--- src/rtl/is_uart_rx_buffer.sv ---
// Receive frame buffer behind the UART RX FSM: edge-detects the frame strobe, stores
// {ferr, data} in a first-word-fall-through FIFO and keeps sticky overrun / framing-error status.
module is_uart_rx_buffer #(
    parameter int DEPTH      = 8,
    parameter int FERR_CNT_W = 8
) (
    input  logic                         clk_i,
    input  logic                         rst_i,
    input  logic                         rx_data_en_i,
    input  logic [9:0]                   rx_data_t_i,
    input  logic                         rd_en_i,
    input  logic                         flush_i,
    input  logic                         clr_i,
    output logic                         m_valid_o,
    output logic [7:0]                   m_data_o,
    output logic                         m_ferr_o,
    output logic [$clog2(DEPTH+1)-1:0]   level_o,
    output logic                         full_o,
    output logic                         empty_o,
    output logic                         overrun_o,
    output logic [FERR_CNT_W-1:0]        ferr_cnt_o
);

    localparam int PTR_W = $clog2(DEPTH);
    localparam int LVL_W = $clog2(DEPTH+1);
    localparam logic [LVL_W-1:0]      LVL_FULL = LVL_W'(DEPTH);
    localparam logic [PTR_W-1:0]      PTR_ONE  = PTR_W'(1);
    localparam logic [LVL_W-1:0]      LVL_ONE  = LVL_W'(1);
    localparam logic [FERR_CNT_W-1:0] CNT_ONE  = FERR_CNT_W'(1);
    localparam logic [FERR_CNT_W-1:0] CNT_MAX  = '1;

    logic [8:0]            mem_q [DEPTH];
    logic [PTR_W-1:0]      wr_ptr_q, wr_ptr_d;
    logic [PTR_W-1:0]      rd_ptr_q, rd_ptr_d;
    logic [LVL_W-1:0]      level_q, level_d;
    logic                  en_d_q;
    logic                  rst_mask_q;
    logic                  overrun_q, overrun_d;
    logic [FERR_CNT_W-1:0] ferr_cnt_q, ferr_cnt_d;

    logic wr_req, rd_acc, full, wr_acc, drop;
    logic unused_parity;

    assign unused_parity = rx_data_t_i[8];

    // One write per strobe; the mask stops a strobe held across reset release from writing.
    assign wr_req = rx_data_en_i & ~en_d_q & ~rst_mask_q;
    assign full   = (level_q == LVL_FULL);
    assign rd_acc = rd_en_i & (level_q != '0);
    assign wr_acc = wr_req & ~flush_i & (~full | rd_acc);
    assign drop   = wr_req & ~flush_i & full & ~rd_acc;

    always_comb begin
        // NOTE: every next-state signal gets a default first so no latch is inferred.
        wr_ptr_d   = wr_ptr_q;
        rd_ptr_d   = rd_ptr_q;
        level_d    = level_q;
        overrun_d  = overrun_q;
        ferr_cnt_d = ferr_cnt_q;

        if (flush_i) begin
            wr_ptr_d = '0;
            rd_ptr_d = '0;
            level_d  = '0;
        end else begin
            if (wr_acc) wr_ptr_d = wr_ptr_q + PTR_ONE;
            if (rd_acc) rd_ptr_d = rd_ptr_q + PTR_ONE;
            if (wr_acc && !rd_acc)      level_d = level_q + LVL_ONE;
            else if (rd_acc && !wr_acc) level_d = level_q - LVL_ONE;
        end

        if (drop) overrun_d = 1'b1;
        if (wr_acc && rx_data_t_i[9] && (ferr_cnt_q != CNT_MAX)) ferr_cnt_d = ferr_cnt_q + CNT_ONE;

        if (clr_i) begin
            overrun_d  = 1'b0;
            ferr_cnt_d = '0;
        end
    end

    // NOTE: sequential state uses non-blocking assignments so all flops update together.
    always_ff @(posedge clk_i or negedge rst_i) begin
        if (!rst_i) begin
            wr_ptr_q   <= '0;
            rd_ptr_q   <= '0;
            level_q    <= '0;
            en_d_q     <= 1'b0;
            rst_mask_q <= 1'b1;
            overrun_q  <= 1'b0;
            ferr_cnt_q <= '0;
        end else begin
            wr_ptr_q   <= wr_ptr_d;
            rd_ptr_q   <= rd_ptr_d;
            level_q    <= level_d;
            en_d_q     <= rx_data_en_i;
            rst_mask_q <= 1'b0;
            overrun_q  <= overrun_d;
            ferr_cnt_q <= ferr_cnt_d;
        end
    end

    // NOTE: storage is not reset; only the pointers and level qualify its contents.
    always_ff @(posedge clk_i) begin
        if (wr_acc) mem_q[wr_ptr_q] <= {rx_data_t_i[9], rx_data_t_i[7:0]};
    end

    // Head is forced to zero while empty so stale storage never reaches the host.
    assign m_valid_o  = (level_q != '0);
    assign m_data_o   = m_valid_o ? mem_q[rd_ptr_q][7:0] : 8'h00;
    assign m_ferr_o   = m_valid_o ? mem_q[rd_ptr_q][8]   : 1'b0;
    assign level_o    = level_q;
    assign full_o     = full;
    assign empty_o    = (level_q == '0);
    assign overrun_o  = overrun_q;
    assign ferr_cnt_o = ferr_cnt_q;

endmodule

--- config.mk ---
export PLATFORM = sky130hd
export DESIGN_NAME = is_uart_rx_buffer
export DESIGN_NICKNAME = d
export VERILOG_FILES = /design/src/rtl/is_uart_rx_buffer.sv
export SDC_FILE = /design/constraint.sdc
export NUM_CORES = 1
export LEC_CHECK = 0
export ABC_AREA = 0
export CAP_MARGIN = 40
export CORE_UTILIZATION = 60
export CTS_CLUSTER_SIZE = 14
export DETAILED_ROUTE_END_ITERATION = 10
export GPL_TIMING_DRIVEN = 1
export PLACE_DENSITY = 0.84
export SLEW_MARGIN = 20
export SYNTH_ARGS = -nofsm -noshare
export SYNTH_HDL_FRONTEND = slang
export SYNTH_SLANG_ARGS = --single-unit
--- constraint.sdc ---
create_clock -name clk_i -period 7.7 [get_ports clk_i]
set_clock_uncertainty 0.15 [all_clocks]
set_input_delay 1.155 -clock clk_i [delete_from_list [all_inputs] [get_ports clk_i]]
set_output_delay 1.155 -clock clk_i [all_outputs]
set_load 0.005 [all_outputs]
== After elaboration in Yosys (flattened, before gate mapping) ==
Memory sizes are Yosys's and may differ from the RTL's.
Cells that the tools add are included.
Storage, ports and cells
  bits in registers: 21
  memories: 1
  bits in writable memories: 72
  output and inout port bits: 25
  bits of input ports: 16
Cells by class
  muxes and demuxes: 15
  bitwise operators: 13
  eq/ne operators: 2
  $add $sub $neg: 5
  reduce and logical (&&, ||, !) cells: 13
Memories
  mem_q: words 8, width 9, rd ports 1, clocked after Yosys merged registers in 0, write ports 1, line 32  | logic [8:0] mem_q [DEPTH];
Operator list (number)
  two-way mux 8 bit: 3
  two-way mux 3 bit: 4
  two-way mux 4 bit: 3
  adder 8 x 1 -> 8 bit (second input constant): 1
  != test 8 bit (second input constant): 1
  nonzero test 2 bit: 4
  AND 1 bit: 7
  adder 3 x 1 -> 3 bit (second input constant): 2
  two-way mux 1 bit: 5
  NOT 1 bit: 5
  adder 4 x 1 -> 4 bit (second input constant): 1
  == test 4 bit (second input constant): 1
  logical AND 1 bit: 4
  logical NOT 4 bit: 1
  nonzero test 4 bit: 1
  subtractor 4 x 1 -> 4 bit (second input constant): 1
  nonzero test 3 bit: 1
  logical NOT 1 bit: 2
  OR 1 bit: 1

== Longest topological paths before layout ==
  depth after elaboration: 10
  depth in mapped cells: 9
  mapped depth without buffers: 9

== Worst setup path after synthesis ==
Ideal clock, no wire load.
  path type: input to register
  from: input port flush_i
  to: register level_q[3], in the netlist level_o[3]
  setup slack: 4068 ps
  cell stages on the path: 8
  data required time: 7463 ps
  path buffers: 0
  arrival: 3395 ps
  cell sequence: or4b_2 a21oi_1 o21ai_0 ha_1 a21oi_1 a211oi_1 or3b_2 o211ai_1
On the way
  word-level cells in the longest chain between the ends: 6
  elaborated cells on any way between the ends: 9
  classes of those cells: mux: 2; bitwise: 3; reduce/logical: 4
RTL lines
  from (decl): line 12  | input logic flush_i,
  NOT 1 bit: line 50  | assign wr_acc = wr_req & ~flush_i & (~full | rd_acc);
  AND 1 bit (2 in a row): line 50
  logical AND 1 bit / logical NOT 1 bit (equally long branches): line 68, 69
  two-way mux 4 bit / logical AND 1 bit (equally long branches): line 68, 69
  two-way mux 4 bit / nonzero test 3 bit (equally long branches)
  to (signal assigned): line 94  | level_q <= level_d;
  to (decl): line 35  | logic [LVL_W-1:0] level_q, level_d;
Parallel ways exist; a longest one is shown, timed or not.
A chain may end at the register's enable or synchronous reset.

== Worst setup path after layout ==
Ends and elaborated chain as after synthesis.

==> flow_summary.yaml <==
run_status:
  outcome: "finished, final reports clean"
grt:
  grt_pass1_wl_mm: 12.0
  grt_max_degree: 24
  antenna_found_initial: 0
  grt_usage: 0.235
  overflow: 0
  first_global_vias: 2330
power_and_ir_drop:
  p_per_area_nw_per_um2: 262
  leakage_nw: 1.62
  peakVddDrop_mv: 0.211
  power_mw: 1.25
clocking:
  cts_tree: "yes"
  cts_hold_buf: 0
  clkSinkCount: 93
  ctsLongestPathBuffers: 2
  cts_root_buf: "clkbuf_8"
  cts_resized: 0
  htreeDepth: 3
  numCtsBuffers: 9
  clkLatencyLatePin_ns: 0.34
  clk_pin_slew_ns: 0.09
  post_cts_buffers: 0
place:
  dp_worst_setup_slack_ns: 2.99
  dp_hpwl_mm: 4.94
  io_buffers: 39
  placed_area_sq_um: 4500
  dp.cells: 360
  gp_congestion: 0.802
setup_path:
  max_stage_delay_ns: 0.76
  crit_type: "input port to flip-flop"
  worstReg2RegStart: "en_d_q$_DFF_PN0_"
  crit_required_ns: 7.82
  cp-end-kind: "flip-flop"
  crit_chain: "clkdlybuf4s50_1 -> or4b_2 -> a21oi_1 -> o21ai_0 -> ha_1 -> a21oi_1 -> a211oi_1 -> or3b_2 -> o211ai_1"
  path_common_cell: "a21oi_1"
  critPathLaunchType: "input port"
  reg2reg_depth: 8
  worst-path-max-fanout: 14
  crit_slowest_cell: "or4b_2"
  reg2reg_to: "level_o[3]$_DFFE_PN0P_"
  critPathArrivalTime_ns: 4.51
  r2r_setup_slack_ns: 4.43
sta:
  finalCritPeriodShare: 0.571
  fin_crit_ns: 4.39
  setup-tns-final_ns: 0
  relSlewSlack: 0.492
  rsz0062_at_grt: "false"
  setup_viol: 0
  drv_slew: 0
  hold_viol: 0
  clock.fmax_mhz: 228
  layout_setup_ws_ns: 3.31
  worst_pin_slew_ns: 0.755
cells_and_area:
  final_area_sq_um: 4760
  antennaDiodeCount: 0
  drive_above_1_share: 0.195
  instances_no_fill: 380
  area_growth_pct: 19.6
  nets: 320
  fillers: 383
die:
  core_area_sq_um: 6390
  start_util: 0.623
  chipHeight_microns: 83.4
  dieArea_sq_um: 6960
  placementRows: 29
  die_w_microns: 83.4
  num_io_pins: 41
route:
  wl_mm: 7.42
  avgViaCountPerCell: 6.06
  wl_per_cell_microns: 19.5
  drcViolationCount: 0
  ant_nets: 0
  drt_iter0_markers: 137
  via_count: 2302
  dr.pass1.iters: 4
min_path:
  min-delay-start: "overrun_o$_DFFE_PN0P_"
  hold_depth: 2
  hp-class: "flip-flop to flip-flop"
  min_to: "overrun_o$_DFFE_PN0P_"
synthesis:
  synth-edff-count: 72
  yosysUniqueCellTypes: 46
  syn_area_sq_um: 3980
  ys_seq_area_frac: 0.676
  postSynthAreaPerCell_sq_um: 16.1
  synthFlopType: "edfxtp_1"
  synth_nets: 269
  ys.warnings.count: 0
  ys_seq_elements: 93
  synthCells: 247
  async_reset_ff_frac: 0.226
flow_run:
  max_cap_violations: 0
[per-layer routing]
metal / track usage / share of wire / vias up
li1: - / - / 1072
met1: 0.306 / 0.42 / 1145
met2: 0.396 / 0.51 / 78
met3: 0.0368 / 0.055 / 7
met4: 0.105 / 0.012 / 0
met5: 0 / 0 / -
[registers in the layout (all words and copies together) (netlist names)]
register    flops
en_d_q          1
rst_mask_q      1
rd_ptr_q        3
wr_ptr_q        3
ferr_cnt_o      8
overrun_o       1
mem_q          72
level_o         4
[cell families (layout without fill, tap and decap cells)]
kind of cell,Yosys count,count (layout),synth area share
buffers and inverters,17,73,0.0198
xor gates and xnor gates,4,4,0.00880
DFF,93,93,0.676
other,1,1,0.000942
and+or+nand+nor,63,63,0.0893
muxes,31,31,0.135
AOI/OAI and AO/OA,32,32,0.0494
adders and majority gates,6,6,0.0207
[critical path, delay by kind of cell]
family	cells	cell delay, ns
compound gates	5	1.11
fa+ha+maj	1	0.37
buf+inv	1	0.67
simple gates	2	1.20
[worst max-delay path by stage]
stage | cells after the start | start | endpoint | slack [ns]
floorplan | 8 | flush_i | level_o[3]$_DFFE_PN0P_ | 4.07
global placement | 9 | flush_i | level_o[3]$_DFFE_PN0P_ | 3.00
detailed placement | 9 | flush_i | level_o[3]$_DFFE_PN0P_ | 2.99
CTS | 9 | flush_i | level_o[3]$_DFFE_PN0P_ | 3.36
global route | 9 | flush_i | level_o[3]$_DFFE_PN0P_ | 3.12
finish | 9 | flush_i | level_o[3]$_DFFE_PN0P_ | 3.31
[final cells by class]
class / instances / area, sq um / share of cell area
flip-flops and latches: 93 / 2690 / 0.565
multi-input cells: 137 / 1240 / 0.260
repair buffers: 51 / 499 / 0.105
clock buffers: 9 / 124 / 0.0260
well taps: 77 / 96.3 / 0.0202
clock inverters: 7 / 88.8 / 0.0187
inverters: 6 / 22.5 / 0.00473
[layout by cell type (no fill, tap or decap), drive strengths merged, types with 3 or more instances in the layout]
master	n
a21oi	12
buf	12
clkbuf	9
clkdlybuf4s50	39
clkinv	3
dfrtp	20
edfxtp	72
ha	5
inv	7
mux2	3
mux2i	10
mux4	18
nand2	7
nand3	6
nor2	22
nor3	4
o211ai	3
o21ai	9
o31ai	4
or4	5
xor2	3
[stage by stage]
stage | hold WS, ns | utilization
floorplan | 0.336 | -
global placement | 0.342 | 0.697
detailed placement | 0.357 | 0.705
CTS | 0.383 | 0.739
global route | 0.428 | 0.745
finish | 0.379 | 0.745
[cell usage after synthesis (all sizes together), types with 2 or more instances]
master | instances | area share
buf | 7 | 0.010
nand2 | 7 | 0.0066
o211ai | 3 | 0.0057
or4b | 2 | 0.0060
nor3 | 4 | 0.0050
a21oi | 12 | 0.015
dfrtp | 20 | 0.13
nor2 | 22 | 0.021
nand3 | 6 | 0.0075
inv | 6 | 0.0057
nor4b | 2 | 0.0082
o21ai | 9 | 0.012
or3 | 2 | 0.0031
and3 | 2 | 0.0031
ha | 5 | 0.016
mux2i | 10 | 0.025
mux4 | 18 | 0.10
or4 | 5 | 0.0094
o31ai | 4 | 0.0075
xor2 | 3 | 0.0066
edfxtp | 72 | 0.54
clkbuf | 4 | 0.0038
mux2 | 3 | 0.0085
nand4 | 2 | 0.0031
nand2b | 2 | 0.0031
[where the power goes]
part	total (mW)	switching (mW)	leakage [nW]	internal (mW)
combinational	0.330	0.140	0.590	0.190
clock	0.341	0.160	0.105	0.181
sequential	0.576	0.0207	0.929	0.556
total	1.25	0.321	1.62	0.926
Note: power is estimated with default switching activity, not from simulation.
